--- src/rtl/keypad_pkg.sv ---
// ---------------------------------------------------------------------------
// keypad_pkg
//   Shared types, constants and helpers for the 4x4 keypad scanner.
//   - state_t      : scanner FSM states (SCAN, DEBOUNCE, PRESSED, HELD)
//   - KEY_*        : legend values of the keypad caps (digits, A..D, *, #)
//   - COL_RESET    : column drive after reset (column 0 driven low)
//   - to_gray      : 4-bit binary to Gray conversion
//   - lowest_low_row / col_index / key_value : key position helpers
// ---------------------------------------------------------------------------
package keypad_pkg;

  // Raw encodings kept as plain constants so older code can compare against
  // them directly; the enum below reuses the same values.
  localparam logic [1:0] ST_SCAN     = 2'd0;
  localparam logic [1:0] ST_DEBOUNCE = 2'd1;
  localparam logic [1:0] ST_PRESSED  = 2'd2;
  localparam logic [1:0] ST_HELD     = 2'd3;

  typedef enum logic [1:0] {
    SCAN     = ST_SCAN,
    DEBOUNCE = ST_DEBOUNCE,
    PRESSED  = ST_PRESSED,
    HELD     = ST_HELD
  } state_t;

  localparam logic [3:0] COL_RESET = 4'b1110;
  localparam logic [3:0] ROWS_IDLE = 4'hF;

  // Legend values of the printed keycaps.
  localparam logic [3:0] KEY_0    = 4'd0;
  localparam logic [3:0] KEY_1    = 4'd1;
  localparam logic [3:0] KEY_2    = 4'd2;
  localparam logic [3:0] KEY_3    = 4'd3;
  localparam logic [3:0] KEY_4    = 4'd4;
  localparam logic [3:0] KEY_5    = 4'd5;
  localparam logic [3:0] KEY_6    = 4'd6;
  localparam logic [3:0] KEY_7    = 4'd7;
  localparam logic [3:0] KEY_8    = 4'd8;
  localparam logic [3:0] KEY_9    = 4'd9;
  localparam logic [3:0] KEY_A    = 4'd10;
  localparam logic [3:0] KEY_B    = 4'd11;
  localparam logic [3:0] KEY_C    = 4'd12;
  localparam logic [3:0] KEY_D    = 4'd13;
  localparam logic [3:0] KEY_STAR = 4'd14;
  localparam logic [3:0] KEY_HASH = 4'd15;

  function automatic logic [3:0] to_gray(input logic [3:0] v);
    return v ^ (v >> 1);
  endfunction

  // Index of the lowest-numbered row pulled low; 0 when no row is low.
  function automatic logic [1:0] lowest_low_row(input logic [3:0] rows);
    logic [1:0] idx;
    idx = 2'd0;
    for (int i = 3; i >= 0; i--) begin
      if (!rows[i]) idx = 2'(i);
    end
    return idx;
  endfunction

  // Index of the driven (zero) column of a one-cold column vector.
  function automatic logic [1:0] col_index(input logic [3:0] col);
    logic [1:0] idx;
    idx = 2'd0;
    for (int i = 3; i >= 0; i--) begin
      if (!col[i]) idx = 2'(i);
    end
    return idx;
  endfunction

  // Scanned key value: row*4 + col.
  function automatic logic [3:0] key_value(input logic [1:0] row, input logic [1:0] col);
    return {row, col};
  endfunction

  // Printed legend of the key at position row*4+col, for downstream
  // consumers that want the cap value rather than the matrix position.
  function automatic logic [3:0] key_legend(input logic [3:0] pos);
    logic [3:0] leg;
    case (pos)
      4'd0:    leg = KEY_1;
      4'd1:    leg = KEY_2;
      4'd2:    leg = KEY_3;
      4'd3:    leg = KEY_A;
      4'd4:    leg = KEY_4;
      4'd5:    leg = KEY_5;
      4'd6:    leg = KEY_6;
      4'd7:    leg = KEY_B;
      4'd8:    leg = KEY_7;
      4'd9:    leg = KEY_8;
      4'd10:   leg = KEY_9;
      4'd11:   leg = KEY_C;
      4'd12:   leg = KEY_STAR;
      4'd13:   leg = KEY_0;
      4'd14:   leg = KEY_HASH;
      default: leg = KEY_D;
    endcase
    return leg;
  endfunction

endpackage

--- src/rtl/module_row_sync.sv ---
// ---------------------------------------------------------------------------
// module_row_sync
//   Two-flop synchronizer for the 4 keypad row lines. Resets to 4'hF so the
//   scanner sees "no key" until real samples have propagated.
//   Ports:
//     clk    in  1  system clock
//     rst_n  in  1  asynchronous reset, active-low
//     row_i  in  4  raw rows, asynchronous to clk
//     row_o  out 4  synchronized rows
// ---------------------------------------------------------------------------
module module_row_sync
  import keypad_pkg::*;
(
  input  logic       clk,
  input  logic       rst_n,
  input  logic [3:0] row_i,
  output logic [3:0] row_o
);

  logic [3:0] meta_q, meta_d;
  logic [3:0] sync_q, sync_d;

  always_comb begin
    meta_d = row_i;
    sync_d = meta_q;
  end

  always_ff @(posedge clk or negedge rst_n) begin
    if (!rst_n) begin
      meta_q <= ROWS_IDLE;
      sync_q <= ROWS_IDLE;
    end else begin
      meta_q <= meta_d;
      sync_q <= sync_d;
    end
  end

  assign row_o = sync_q;

endmodule

--- src/rtl/module_keypad_scan.sv ---
// ---------------------------------------------------------------------------
// module_keypad_scan
//   Scans a 4x4 matrix keypad one column at a time, debounces the detected
//   key and presents its value (row*4+col) Gray-encoded on ag..dg, with a
//   one-clock key_valid strobe per accepted press.
//   Build option: define KEYPAD_REPEAT_EN to re-fire key_valid every
//   REPEAT_TICKS scan ticks while the accepted key stays pressed.
//   Ports:
//     clk        in   1  system clock
//     rst        in   1  asynchronous reset, active-low
//     row_i      in   4  keypad rows, active-low, asynchronous
//     col_o      out  4  column drive, one-cold
//     ag,bg,cg,dg out 1  Gray code of last accepted key, ag = MSB
//     key_valid  out  1  one-clock strobe, code valid in the same cycle
//     key_held   out  1  high while the accepted key remains pressed
// ---------------------------------------------------------------------------
module module_keypad_scan
  import keypad_pkg::*;
#(
  parameter int unsigned SCAN_DIV         = 27_000,
  parameter int unsigned DEBOUNCE_SAMPLES = 4,
  parameter int unsigned REPEAT_TICKS     = 500
) (
  input  logic       clk,
  input  logic       rst,
  input  logic [3:0] row_i,
  output logic [3:0] col_o,
  output logic       ag,
  output logic       bg,
  output logic       cg,
  output logic       dg,
  output logic       key_valid,
  output logic       key_held
);

  localparam int TICK_W = $clog2(SCAN_DIV);
  localparam int DEB_W  = $clog2(DEBOUNCE_SAMPLES + 1);

  localparam logic [TICK_W-1:0] TICK_LAST = TICK_W'(SCAN_DIV - 1);
  // A count sitting at DEB_LAST becomes DEBOUNCE_SAMPLES on the next
  // matching sample, which is the acceptance point.
  localparam logic [DEB_W-1:0]  DEB_LAST  = DEB_W'(DEBOUNCE_SAMPLES - 1);

  // -------------------------------------------------------------------------
  // Row synchronizer
  // -------------------------------------------------------------------------
  logic [3:0] rows_sync;

  module_row_sync u_row_sync (
    .clk   (clk),
    .rst_n (rst),
    .row_i (row_i),
    .row_o (rows_sync)
  );

  // -------------------------------------------------------------------------
  // State
  // -------------------------------------------------------------------------
  logic [TICK_W-1:0] tick_cnt_q, tick_cnt_d;
  state_t            state_q, state_d;
  logic [3:0]        col_q, col_d;
  logic [3:0]        cand_key_q, cand_key_d;
  logic [3:0]        cand_rows_q, cand_rows_d;
  logic [DEB_W-1:0]  deb_cnt_q, deb_cnt_d;
  logic [DEB_W-1:0]  rel_cnt_q, rel_cnt_d;
  logic [3:0]        code_q, code_d;
  logic              key_valid_q, key_valid_d;
  logic              key_held_q, key_held_d;

  logic tick;
  logic rows_idle;
  logic rep_fire;

  assign tick      = (tick_cnt_q == TICK_LAST);
  assign rows_idle = (rows_sync == ROWS_IDLE);

  // -------------------------------------------------------------------------
  // Auto-repeat
  // -------------------------------------------------------------------------
`ifdef KEYPAD_REPEAT_EN
  localparam int REP_W = $clog2(REPEAT_TICKS + 1);
  localparam logic [REP_W-1:0] REP_LAST = REP_W'(REPEAT_TICKS - 1);

  logic [REP_W-1:0] rep_cnt_q, rep_cnt_d;

  // Counts held ticks; restarts on entry to HELD and on every all-high
  // sample, so a key that flickers open never fires an early repeat.
  always_comb begin
    rep_cnt_d = rep_cnt_q;
    rep_fire  = 1'b0;
    if (state_q == PRESSED) begin
      rep_cnt_d = '0;
    end else if (state_q == HELD && tick) begin
      if (rows_idle) begin
        rep_cnt_d = '0;
      end else if (rep_cnt_q == REP_LAST) begin
        rep_cnt_d = '0;
        rep_fire  = 1'b1;
      end else begin
        rep_cnt_d = rep_cnt_q + REP_W'(1);
      end
    end
  end

  always_ff @(posedge clk or negedge rst) begin
    if (!rst) begin
      rep_cnt_q <= '0;
    end else begin
      rep_cnt_q <= rep_cnt_d;
    end
  end
`else
  logic [31:0] unused_repeat_ticks;
  assign unused_repeat_ticks = REPEAT_TICKS;
  assign rep_fire            = 1'b0;
`endif

  // -------------------------------------------------------------------------
  // Tick divider and scan FSM
  // -------------------------------------------------------------------------
  always_comb begin
    tick_cnt_d  = tick ? '0 : tick_cnt_q + TICK_W'(1);
    state_d     = state_q;
    col_d       = col_q;
    cand_key_d  = cand_key_q;
    cand_rows_d = cand_rows_q;
    deb_cnt_d   = deb_cnt_q;
    rel_cnt_d   = rel_cnt_q;
    code_d      = code_q;
    key_held_d  = key_held_q;
    key_valid_d = rep_fire;

    case (state_q)
      SCAN: begin
        if (tick) begin
          if (rows_idle) begin
            col_d = {col_q[2:0], col_q[3]};
          end else begin
            // col_q stays frozen until the FSM is back in SCAN.
            cand_key_d  = key_value(lowest_low_row(rows_sync), col_index(col_q));
            cand_rows_d = rows_sync;
            deb_cnt_d   = DEB_W'(1);
            state_d     = DEBOUNCE;
          end
        end
      end

      DEBOUNCE: begin
        if (tick) begin
          if (rows_sync == cand_rows_q) begin
            if (deb_cnt_q == DEB_LAST) begin
              state_d = PRESSED;
            end else begin
              deb_cnt_d = deb_cnt_q + DEB_W'(1);
            end
          end else begin
            // Bounce or release: drop the candidate, keep the column.
            deb_cnt_d = '0;
            state_d   = SCAN;
          end
        end
      end

      PRESSED: begin
        code_d      = to_gray(cand_key_q);
        key_valid_d = 1'b1;
        key_held_d  = 1'b1;
        deb_cnt_d   = '0;
        rel_cnt_d   = '0;
        state_d     = HELD;
      end

      HELD: begin
        if (tick) begin
          if (rows_idle) begin
            if (rel_cnt_q == DEB_LAST) begin
              rel_cnt_d  = '0;
              key_held_d = 1'b0;
              state_d    = SCAN;
            end else begin
              rel_cnt_d = rel_cnt_q + DEB_W'(1);
            end
          end else begin
            rel_cnt_d = '0;
          end
        end
      end

      default: begin
        state_d = SCAN;
      end
    endcase
  end

  always_ff @(posedge clk or negedge rst) begin
    if (!rst) begin
      tick_cnt_q  <= '0;
      state_q     <= SCAN;
      col_q       <= COL_RESET;
      cand_key_q  <= '0;
      cand_rows_q <= ROWS_IDLE;
      deb_cnt_q   <= '0;
      rel_cnt_q   <= '0;
      code_q      <= '0;
      key_valid_q <= 1'b0;
      key_held_q  <= 1'b0;
    end else begin
      tick_cnt_q  <= tick_cnt_d;
      state_q     <= state_d;
      col_q       <= col_d;
      cand_key_q  <= cand_key_d;
      cand_rows_q <= cand_rows_d;
      deb_cnt_q   <= deb_cnt_d;
      rel_cnt_q   <= rel_cnt_d;
      code_q      <= code_d;
      key_valid_q <= key_valid_d;
      key_held_q  <= key_held_d;
    end
  end

  // -------------------------------------------------------------------------
  // Outputs
  // -------------------------------------------------------------------------
  assign col_o             = col_q;
  assign {ag, bg, cg, dg}  = code_q;
  assign key_valid         = key_valid_q;
  assign key_held          = key_held_q;

endmodule
--- config.mk ---
export PLATFORM = sky130hd
export DESIGN_NAME = module_keypad_scan
export DESIGN_NICKNAME = d
export VERILOG_FILES = /design/src/rtl/keypad_pkg.sv /design/src/rtl/module_row_sync.sv /design/src/rtl/module_keypad_scan.sv
export SDC_FILE = /design/constraint.sdc
export NUM_CORES = 1
export LEC_CHECK = 0
export ABC_CLOCK_PERIOD_IN_PS = 2620
export CORE_MARGIN = 8
export CORE_UTILIZATION = 58
export DETAILED_ROUTE_END_ITERATION = 6
export PLACE_DENSITY = 0.79
export SLEW_MARGIN = 20
export SYNTH_ARGS = -nofsm -noshare
export SYNTH_HDL_FRONTEND = slang
export SYNTH_SLANG_ARGS = --single-unit
--- constraint.sdc ---
create_clock -name clk -period 2.62 [get_ports clk]
set_input_delay 0.524 -clock clk [delete_from_list [all_inputs] [get_ports clk]]
set_output_delay 0.524 -clock clk [all_outputs]
set_load 0.005 [all_outputs]
== Word level (Yosys, flattened, before mapping) ==
Index checks and enable logic that the tools add are counted.

* Flip-flop bits (word level): 49
* Output and inout bits: 10

* Eq/ne operators: 16
* $add $sub $neg: 3
* Multiplexer cells: 33
* Reductions and logical operators: 9
* Bitwise gates (word level): 2

{| class="wikitable"
|+ Operators with widths
! kind !! count
|-
| $mux W2 || 16
|-
| $mux W3 || 8
|-
| $add A15 B1 Y15 const B || 1
|-
| $eq A15 B15 Y1 const B || 1
|-
| $mux W15 || 1
|-
| $ne A2 B2 Y1 const B || 6
|-
| $pmux W3 S3 || 1
|-
| $pmux W2 S4 || 1
|-
| $reduce_and A7 Y1 || 1
|-
| $add A3 B1 Y3 const B || 2
|-
| $eq A3 B2 Y1 const B || 2
|-
| $ne A3 B3 Y1 const B || 2
|-
| $pmux W3 S2 || 1
|-
| $reduce_and A3 Y1 || 2
|-
| $reduce_and A5 Y1 || 1
|-
| $eq A2 B2 Y1 const B || 2
|-
| $eq A4 B4 Y1 || 1
|-
| $eq A4 B4 Y1 const B || 1
|-
| $mux W1 || 4
|-
| $reduce_and A4 Y1 || 1
|-
| $xor A4 B3 Y4 || 1
|-
| $reduce_bool A3 Y1 || 1
|-
| $eq A2 B1 Y1 const B || 1
|-
| $logic_not A2 Y1 || 1
|-
| 4 further kinds || 4
|}

== Logic depth before layout (Yosys ltp) ==
Gate-level depths: netlist of the first run.

* Word-level depth: 5
* Mapped depth: 7
* Depth with buffers taken out: 6

== By module ==
A second synthesis of the first run with hierarchy kept.

* Cells, all modules: 199
* Area, all modules: 2,239.6 µm²

{| class="wikitable"
|+ By module, submodules not included
! module !! area each (µm²) !! cells an instance !! times used
|-
| module_keypad_scan || 2,029.4 || 191 || 1
|-
| module_row_sync || 210.2 || 8 || 1
|}

== Worst setup path after synthesis of the first run ==
OpenSTA, ideal clock, no wires.

* Path kind: register to register
* From: reg tick_cnt_q[12]
* To: reg deb_cnt_q[1]
* Cell stages (with the launch flop): 6
* Path slack: 0.628 ns
* Path buffers: 0
* Arrival: 1.864 ns
* Period minus slack after synthesis: 1.992 ns
* Cells stage by stage: dfrtp_1 > or4_4 > nor4_4 > a221oi_2 > a211oi_4 > mux2_1

* Longest elaborated chain between the ends: 3
* Elaborated cells on any way between the ends: 4
* Classes of those cells: eq/ne: 3; reduce/logical: 1

{| class="wikitable"
|+ RTL lines
! what !! RTL line !! source
|-
| start, declared || module_keypad_scan.sv:59 || <nowiki>logic [TICK_W-1:0] tick_cnt_q, tick_cnt_d;</nowiki>
|-
| start signal, assigned || module_keypad_scan.sv:208 || <nowiki>tick_cnt_q <= tick_cnt_d;</nowiki>
|-
| $eq A15 B15 Y1 * || module_keypad_scan.sv:74 || <nowiki>assign tick = (tick_cnt_q == TICK_LAST);</nowiki>
|-
| $ne A2 B2 Y1 (no line) || - ||
|-
| $reduce_and A5 Y1 (no line) * || - ||
|-
| end signal, assigned || module_keypad_scan.sv:213 || <nowiki>deb_cnt_q <= deb_cnt_d;</nowiki>
|-
| end, declared || module_keypad_scan.sv:64 || <nowiki>logic [DEB_W-1:0] deb_cnt_q, deb_cnt_d;</nowiki>
|}

Mark *: on every way between the ends. The rest lies on a longest branch, timed or not.
A chain may end at the register's enable or synchronous reset.

== Final worst setup path of the first run ==
Ends and elaborated chain as after synthesis.

==> key figures, run 1 <==
GRT
  – First-pass GRT wire length: 7.693 mm
  – Largest net degree at the start of global routing: 43
  – Vias in the first global route: 1615
  – Antenna violations before repair: 0
  – Overall Global Routing Usage: 15.36%
  – Total grt overflow: 0

Synthesis
  – FFs w/ async S/R, synth: 100.0%
  – Synth area leaders: dfrtp_1 37%, dfstp_2 17%, ha_1 4.9%, xnor2_1 3.4%, xor2_1 3.4%
  – Yosys top cell area share: 37.20%
  – Syn Std Cell Area: 0.002287 mm²
  – Avg Inst Size Synth: 11.49 µm²
  – Post-synth top cells: 34 x dfrtp_1, 19 x nor2_1, 18 x nand2_1
  – Cells after synthesis: between 150 and 200
  – Multiplexer share of the synthesized area: ~4.3%
  – Main synth FF type: dfrtp_1
  – Post-Synth Adder-Cell Area: 4.923%
  – Most numerous cell in the Yosys netlist: dfrtp_1
  – Yosys top cell by area: dfrtp_1
  – Sequential fraction of the synthesis area: between 50% and 60%
  – Syn nets: between 200 and 250
  – Yosys Warn Count: 0
  – Distinct cells, synth: 42
  – Post-synthesis xor/xnor area fraction: 6.893%
  – #FFs+latches synth: 49
  – Number of flops mapped to enable cells by yosys: 0
  – Synth Area in Simple Gates: 16.90%
  – Main combinational cell family by area after synthesis: simple AND/OR/NAND/NOR gates
  – Compound-gate portion of the synthesized area: around a tenth

Worst setup path
  – Reg-to-reg slack, setup: between 0.5 and 0.6 ns
  – R2r startpoint: tick_cnt_q[12]
  – Critical path arrival: 2.29 ns
  – CP max stage cell: or4_4
  – Slowest stage delay, CP: 0.56 ns
  – Delay-heaviest family, CP: simple AND/OR/NAND/NOR gates
  – CP max FO: 3
  – Crit start category: flip-flop
  – Worst Path Buf+Inv: 0
  – CP required: 2.81 ns
  – CP cell instances: or4_4, nor4_4, a221oi_2, a211oi_4, mux2_1
  – Reg-to-reg endpoint: deb_cnt_q[1]
  – Setup crit end kind: flip-flop
  – Worst setup path category: flip-flop to flip-flop
  – Worst reg2reg path depth: 5

STA
  – Clock skew: 0.007501 ns
  – Least-Margin Pin Slew: 0.9197 ns
  – WHS: 0.3510 ns
  – Setup TNS: 0 ns
  – Slew headroom: 38.69%
  – Pins Over Slew Limit: 0
  – RSZ-0062 raised after global routing: no
  – Setup violations, final: 0
  – Hold Fails Final Rpt: 0
  – Final period util: between 80% and 90%
  – Minimum clock period: between 2 and 2.5 ns
  – Fmax: 476.0 MHz

CTS
  – Root Driver: clkbuf_8
  – H-tree levels: 2
  – # clock sinks: 49
  – Clk buf depth: 2
  – Worst-Skew Late Latency: approximately 0.3 ns
  – CTS resizes: 0
  – Cts hold-fix bufs: 0
  – Clk slew on worst S/H paths: 0.10 ns
  – Post-CTS Setup Bufs: 0
  – TritonCTS Buffers: 5
  – CTS tree: built

Pwr
  – Total power: 0.001371 W
  – Peak VDD IR: 345.0 µV
  – Pwr dens: ~520 mW/mm²
  – Pleak: around 1.2 nW

Route
  – Final routed DRC violation total: 0
  – Detailed Route WL: 4.407 mm
  – DR vias: between 1500 and 2000
  – Drt first pass iters: 4
  – DRT iter0 DRCs: 134
  – Wirelength per Cell: between 15 and 20 µm
  – Via density: 5.716
  – Antenna Nets Post-Route: 0

Die
  – Die height: 78.80 µm
  – Row count: 23
  – Die area: roughly 0.0062 mm²
  – Die width: 78.80 µm
  – IO Count: 16
  – Core area: 0.003885 mm²
  – Initial core utilization: 58.87%

Placement
  – DPL Wire Length: about 3.0 mm
  – PortBufs: 15
  – RePlAce Congestion: 0.7541

Hold path
  – HP Class: input port to async pin

Outcome
  – Status: completed

Finish
  – Synth-to-Final Area Change: 14.55%
  – Share of post-route cells with drive strength above 1: between 15 and 20%
  – Antenna cells: 0
  – Fill cells: 294
  – Final net count: 235

Run
  – Max cap viols: 0
[metrics by stage]
step / instance area (µm²) / std cells / setup WS, ns / util [%]
global route: 2620 / 271 / 0.4275 / 67.44
floorplan: 2287 / 199 / 0.6280 / -
detailed placement: 2492 / 263 / 0.5576 / 64.15
CTS: 2620 / 271 / 0.5284 / 67.44
finish: 2620 / 271 / 0.5190 / 67.44
global placement: 2492 / 263 / 0.6041 / 64.15
[cells by family (layout without fill, tap and decap cells)]
family | Yosys count | in the layout
AOI/OAI and AO/OA | 32 | 32
DFF | 49 | 49
muxes | 9 | 9
and+or+nand+nor | 71 | 71
xor gates and xnor gates | 18 | 18
adders and majority gates | 9 | 9
buffers and inverters | 11 | 33
[layer usage]
layer / vias up / GRT usage [%] / share of wire [%]
met1: 776 / 19.00 / 43
met5: - / 0 / 0
met2: 31 / 25.52 / 51
met3: 5 / 4.176 / 4.5
met4: 0 / 4.815 / 1.2
li1: 737 / - / -
[where the power goes]
part / switching [W] / leakage, nW / internal [W]
sequential: 0.00000658 / 0.617 / 0.000768
combinational: 0.0000193 / 0.476 / 0.00000939
clock: 0.000261 / 0.0651 / 0.000308
[placed cells by master (no fill, tap or decap), drive strengths merged, types with 2 or more instances in the layout]
cell type | netlist | routed
a21oi | 5 | 5
nor3 | 6 | 6
a211oi | 2 | 2
nand3 | 7 | 7
inv | 7 | 8
nand2b | 2 | 2
nand4 | 6 | 6
xor2 | 9 | 9
a31oi | 4 | 4
nor2b | 2 | 2
buf | 3 | 4
mux2i | 2 | 2
o21ai | 10 | 10
mux2 | 7 | 7
nor2 | 19 | 19
nand2 | 18 | 18
dfrtp | 34 | 34
clkbuf | 1 | 7
xnor2 | 9 | 9
dfstp | 15 | 15
and3 | 5 | 5
clkdlybuf4s50 | 0 | 14
ha | 9 | 9
o22a | 3 | 3
[registers in the layout (all words and copies together) (netlist names), 3 cells and up, named ones only]
signal,flops
u_row_sync.meta_q,4
code_q,4
u_row_sync.row_o,4
cand_rows_q,4
tick_cnt_q,15
deb_cnt_q,3
rel_cnt_q,3
col_o,4
cand_key_q,4
[worst max path at each step]
| stage | from | to | slack (ns) | cells past startpoint |
|---|---|---|---|---|
| after floorplan | tick_cnt_q[12] | deb_cnt_q[1] | 0.63 | 5 |
| after global placement | tick_cnt_q[12] | col_o[0] | 0.60 | 5 |
| after detailed placement | tick_cnt_q[12] | deb_cnt_q[1] | 0.56 | 5 |
| after CTS | tick_cnt_q[12] | deb_cnt_q[1] | 0.53 | 5 |
| after global routing | tick_cnt_q[12] | state_q[0] | 0.43 | 6 |
| final | tick_cnt_q[12] | deb_cnt_q[1] | 0.52 | 5 |
[area by class of cell]
cell class | count | area [µm²] | area share (%)
Multi-Input combinational cell | 139 | 991.0 | 37.82
Clock inverter | 1 | 8.758 | 0.3343
Inverter | 7 | 26.28 | 1.003
Timing Repair Buffer | 18 | 167.7 | 6.399
Clock buffer | 7 | 118.9 | 4.537
Sequential cell | 49 | 1245 | 47.52
Tap cell | 50 | 62.56 | 2.388
Power figures use the tool's default switching activity.
==> run 2: changes to the inputs <==
Settings changed: ABC_CLOCK_PERIOD_IN_PS 2620 to 2000.
Clock period 2.62 ns to 2 ns, I/O delays scaled along.
==> run 2 against run 1 <==
Design area rose by 1.6%. Total power rose by 20%. Combinational power rose by 36%. Count of clock-buffer cells in the layout fell by 1. Sequential power rose by 30%. Final cell count rose by 3.3%. Critical path depth rose by 1. Critical endpoint is now rel_cnt_q[0].
==> key figures, run 2 (synthesis results as in run 1) <==
Outcome
  – Status: completed

GRT
  – Antenna violations before repair: 0
  – Largest net degree at the start of global routing: 21
  – Total grt overflow: 0
  – Overall Global Routing Usage: ~14%
  – Vias in the first global route: 1587
  – First-pass GRT wire length: 7.141 mm

CTS
  – CTS tree: built
  – Clk buf depth: 2
  – TritonCTS Buffers: 5
  – H-tree levels: 2
  – # clock sinks: 49
  – Worst-Skew Late Latency: 0.30 ns
  – Root Driver: clkbuf_8
  – Post-CTS Setup Bufs: 0
  – Clk slew on worst S/H paths: 0.09 ns

Die
  – Row count: 23
  – Initial core utilization: 58.87%
  – Die width: 78.80 µm
  – Die height: roughly 80 µm
  – Die area: 0.006209 mm²
  – IO Count: 16
  – Core area: about 0.004 mm²

Worst setup path
  – Worst Path Buf+Inv: 1
  – Crit start category: flip-flop
  – Delay-heaviest family, CP: simple AND/OR/NAND/NOR gates
  – CP cell instances: or4_4, nor4_4, buf_4, a21boi_1, nor3_1, a21o_1
  – Slowest stage delay, CP: 0.56 ns
  – CP max FO: 10
  – Critical path arrival: 2.21 ns
  – Worst setup path category: flip-flop to flip-flop
  – CP required: 2.25 ns
  – Setup crit end kind: flip-flop
  – CP max stage cell: or4_4

STA
  – Setup violations, final: 0
  – Pins Over Slew Limit: 0
  – RSZ-0062 raised after global routing: yes
  – Slew headroom: 71.36%
  – Hold Fails Final Rpt: 0
  – Setup TNS: 0 ns
  – Fmax: 510.1 MHz
  – Minimum clock period: ~2 ns
  – Final period util: 98.02%
  – Least-Margin Pin Slew: 0.4296 ns
  – Clock skew: 0.009865 ns

Finish
  – Final net count: 244
  – Share of post-route cells with drive strength above 1: 22.17%
  – Most flop-heavy register: tick_cnt_q
  – Number of flip-flops in the largest register: 15
  – Synth-to-Final Area Change: 16.41%
  – Util after Layout: 68.53%
  – Commonest non-fill, non-tap cell in the layout: dfrtp_1
  – Antenna cells: 0
  – Final non-filler cell area: roughly 0.0027 mm²
  – Most frequent cells in the layout: 34 x dfrtp_1, 19 x nor2_1, 18 x nand2_1, 15 x dfstp_2, 14 x clkdlybuf4s50_1

Route
  – Via density: approximately 5.6
  – Wirelength per Cell: 14.69 µm
  – Drt first pass iters: 5
  – Antenna Nets Post-Route: 0
  – Final routed DRC violation total: 0
  – DR vias: ~1600
  – DRT iter0 DRCs: 125
  – Detailed Route WL: 4.114 mm

Placement
  – RePlAce Congestion: 0.7910
  – PortBufs: 15
  – Post-DP Area: between 0.002 and 0.003 mm²
  – DPL Wire Length: 3.007 mm

Pwr
  – Pwr dens: 618.1 mW/mm²
  – Pleak: 1.190 nW
  – Peak VDD IR: 504.9 µV
  – Total power: 0.001646 W

Hold path
  – HP Class: input port to async pin

Run
  – Max cap viols: 0
-- run 2: metrics by stage --
step,setup WS [ns],hold WS [ns],instances
2_1_floorplan,0.007979,0.1044,199
3_3_place_gp,0.07037,0.3458,272
3_5_place_dp,0.04337,0.3490,272
4_1_cts,0.02849,0.02886,280
5_1_grt,-0.05923,0.03491,280
6_report,0.03960,0.01995,280
-- run 2: layout make-up --
| cell class | count | area [µm²] |
|---|---|---|
| multi-input combinational | 139 | 997.2 |
| clock buffer | 6 | 82.58 |
| sequential | 49 | 1245 |
| fill | 293 | 1222 |
| timing repair buffer | 27 | 235.2 |
| tap | 50 | 62.56 |
| clock inverter | 2 | 13.76 |
| inverter | 7 | 26.28 |
-- run 2: per-layer routing --
metal	wire, µm	part of all wire (%)	GRT usage (%)
met5	0	0	0
met4	60	1.5	6.667
met3	184	4.5	4.289
met2	1952	47	22.37
met1	1916	47	17.91
-- run 2: where the power goes --
part           leakage [nW]  internal (W)   total, W  switching [W]
clock                0.0512      0.000280   0.000593       0.000312
combinational         0.522     0.0000142  0.0000389      0.0000247
sequential            0.617       0.00101    0.00101     0.00000854
-- run 2: path summary, 6_finish.rpt --
check                                          start                   to  slack, ns  cells past startpoint
worst min-delay path                             rst        tick_cnt_q[3]       0.02                      1
worst min register to register  u_row_sync.meta_q[1]  u_row_sync.row_o[1]       0.36                      0
worst max-delay path                  tick_cnt_q[12]         rel_cnt_q[0]       0.04                      6
worst max register to register        tick_cnt_q[12]         rel_cnt_q[0]       0.04                      6
min in group clk                u_row_sync.meta_q[1]  u_row_sync.row_o[1]       0.36                      0
max in group asynchronous                        rst  u_row_sync.row_o[3]       1.32                      2
-- run 2: timing repair --
action | in CTS | in global routing
endpoints found under the setup margin | 0 | 10
resized for setup | 0 | 2
hold buffers | 0 | 0
==> run 3: changes to the inputs <==
Settings changed: ABC_AREA set to 1, PLACE_DENSITY 0.79 to 0.78.
==> run 3 against run 2 <==
Synthesized cell count rose by 42%. Wire length rose by 15%. Sequential share of layout area fell by 3.5 points. Hold slack improved by 0.015 ns. Register-to-register slack improved by 0.19 ns. Global-route usage rose by 2.1 points. Critical path depth fell by 5. Combinational power rose by 13%. Utilization fell by 1.1 points. Area after synthesis rose by 9.8%. Count of clock-buffer cells in the layout did not move. Clock power rose by 35%.
==> key figures, run 3 <==
Outcome
  – Status: completed

Synthesis
  – Post-synthesis xor/xnor area fraction: 2.440%
  – Sequential fraction of the synthesis area: 49.55%
  – Main synth FF type: dfrtp_1
  – #FFs+latches synth: 49
  – Syn Std Cell Area: roughly 0.0025 mm²
  – FFs w/ async S/R, synth: 100.0%
  – Yosys top cell area share: 33.86%
  – Post-synth top cells: 59 x nand2_1, 35 x inv_1, 34 x dfrtp_1
  – Distinct cells, synth: 32
  – Yosys Warn Count: 0
  – Most numerous cell in the Yosys netlist: nand2_1
  – Avg Inst Size Synth: 8.878 µm²
  – Yosys top cell by area: dfrtp_1
  – Syn nets: just under 300
  – Compound-gate portion of the synthesized area: 8.964%
  – Synth area leaders: dfrtp_1 34%, dfstp_2 16%, nand2_1 8.8%, inv_1 5.2%, ha_1 4.5%
  – Multiplexer share of the synthesized area: 0%
  – Cells after synthesis: 283
  – Main combinational cell family by area after synthesis: simple AND/OR/NAND/NOR gates
  – Number of flops mapped to enable cells by yosys: 0
  – Synth Area in Simple Gates: 28.44%
  – Post-Synth Adder-Cell Area: under 10%

CTS
  – TritonCTS Buffers: 5
  – CTS resizes: 0
  – CTS tree: built
  – Worst-Skew Late Latency: 0.31 ns
  – Clk slew on worst S/H paths: 0.09 ns
  – Post-CTS Setup Bufs: 0
  – Clk buf depth: 2
  – Cts hold-fix bufs: 0
  – # clock sinks: 49
  – H-tree levels: 2
  – Root Driver: clkbuf_8

Worst setup path
  – Worst setup path category: flip-flop to primary output
  – CP cell instances: clkdlybuf4s50_1
  – Critical path arrival: 1.39 ns
  – Worst Path Buf+Inv: 1
  – Setup crit end kind: primary output
  – CP max stage cell: dfstp_2
  – CP required: 1.60 ns
  – Slowest stage delay, CP: 0.57 ns
  – CP max FO: 5
  – Crit start category: flip-flop
  – Delay-heaviest family, CP: flip-flops

Pwr
  – Total power: approximately 0.0019 W
  – Clock share of power: 43.2%
  – Switching share of power: 20.68%
  – Int Power: 0.001474 W
  – Peak VDD IR: 470.2 µV
  – Sequential group share of total power: 54.4%
  – Pleak: 1.315 nW
  – Pwr dens: 646.5 mW/mm²
  – Net switching power: 0.0003845 W
  – Comb pwr share: 2.4%

GRT
  – Overall Global Routing Usage: 16.38%
  – First-pass GRT wire length: about 8.5 mm
  – Total grt overflow: 0
  – Largest net degree at the start of global routing: 30
  – Antenna violations before repair: 0
  – Vias in the first global route: approximately 1800

Die
  – Row count: 24
  – Core area: 0.004264 mm²
  – Die height: 81.82 µm
  – IO Count: 16
  – Die area: roughly 0.0067 mm²
  – Die width: 81.82 µm
  – Initial core utilization: between 50% and 60%

STA
  – Setup WS post-layout: 0.2051 ns
  – Setup TNS: 0 ns
  – Hold Fails Final Rpt: 0
  – Pins Over Slew Limit: 0
  – Final period util: approximately nine tenths
  – Slew headroom: 69.11%
  – Clock skew: 0.01107 ns
  – RSZ-0062 raised after global routing: no
  – Fmax: roughly 560 MHz
  – Setup violations, final: 0
  – Minimum clock period: 1.795 ns
  – Least-Margin Pin Slew: 0.4634 ns

Finish
  – Final net count: between 300 and 400
  – Share of post-route cells with drive strength above 1: 17.92%
  – Commonest non-fill, non-tap cell in the layout: nand2_1
  – Final non-filler cell area: 0.002875 mm²
  – Synth-to-Final Area Change: 14.44%
  – Most flop-heavy register: tick_cnt_q
  – Util after Layout: 67.43%
  – Number of flip-flops in the largest register: 15
  – Antenna cells: 0
  – Most frequent cells in the layout: 59 x nand2_1, 35 x inv_1, 34 x dfrtp_1, 22 x nand3_1, 18 x nor2_1

Placement
  – PortBufs: 15
  – Post-DP Area: 0.002743 mm²
  – DPL Wire Length: 3.537 mm
  – RePlAce Congestion: 0.8372
  – Setup WS pre-CTS: 0.2870 ns

Route
  – DRT iter0 DRCs: 138
  – Final routed DRC violation total: 0
  – Wirelength per Cell: 13.13 µm
  – Antenna Nets Post-Route: 0
  – Detailed Route WL: 4.713 mm
  – DR vias: between 1500 and 2000
  – Via density: 5.323
  – Drt first pass iters: 4

Run
  – Max cap viols: 0

Hold path
  – HP Class: input port to async pin
run 3: power groups by stage:
stage	registers, W	clock network [W]	logic [W]
floorplan	0.00103	0	0.0000106
global placement	0.00103	0	0.0000457
detailed placement	0.00103	0	0.0000465
CTS	0.00101	0.000815	0.0000464
global route	0.00101	0.000861	0.0000518
finish	0.00101	0.000803	0.0000441
run 3: cell families after synthesis:
kind of cell / after synthesis
flops: 49
xor+xnor: 7
fa+ha+maj: 9
buf+inv: 41
compound gates: 41
simple gates: 136
run 3: path summary, 6_finish.rpt:
path | startpoint | endpoint | slack [ns] | cells after the start
min | rst | col_o[0] | 0.04 | 1
max in group asynchronous | rst | col_o[2] | 1.39 | 2
max reg2reg | state_q[0] | key_held | 0.23 | 8
min in group clk | u_row_sync.meta_q[3] | u_row_sync.row_o[3] | 0.36 | 0
max | col_o[1] | col_o[1] | 0.21 | 1
min reg2reg | u_row_sync.meta_q[3] | u_row_sync.row_o[3] | 0.36 | 0
run 3: final cells by class:
cell class,instances,area [µm²]
timing repair buffer,16,165.2
multi-input combinational,193,1114
fill,350,1389
clock buffer,6,93.84
inverter,41,153.9
tap,52,65.06
sequential,49,1245
clock inverter,2,38.79
run 3: per-stage QoR:
step	hold slack (ns)	instances
2_1_floorplan	0.1044	283
3_3_place_gp	0.3457	351
3_5_place_dp	0.3475	351
4_1_cts	0.04832	359
5_1_grt	0.06943	359
6_report	0.03517	359
run 3: metal layers:
layer | part of all wire, % | up-vias | track usage, %
li1 | - | 953 | -
met1 | 48 | 918 | 21.58
met2 | 45 | 33 | 25.10
met3 | 4.5 | 7 | 4.595
met4 | 1.7 | 0 | 6.140
met5 | 0 | - | 0
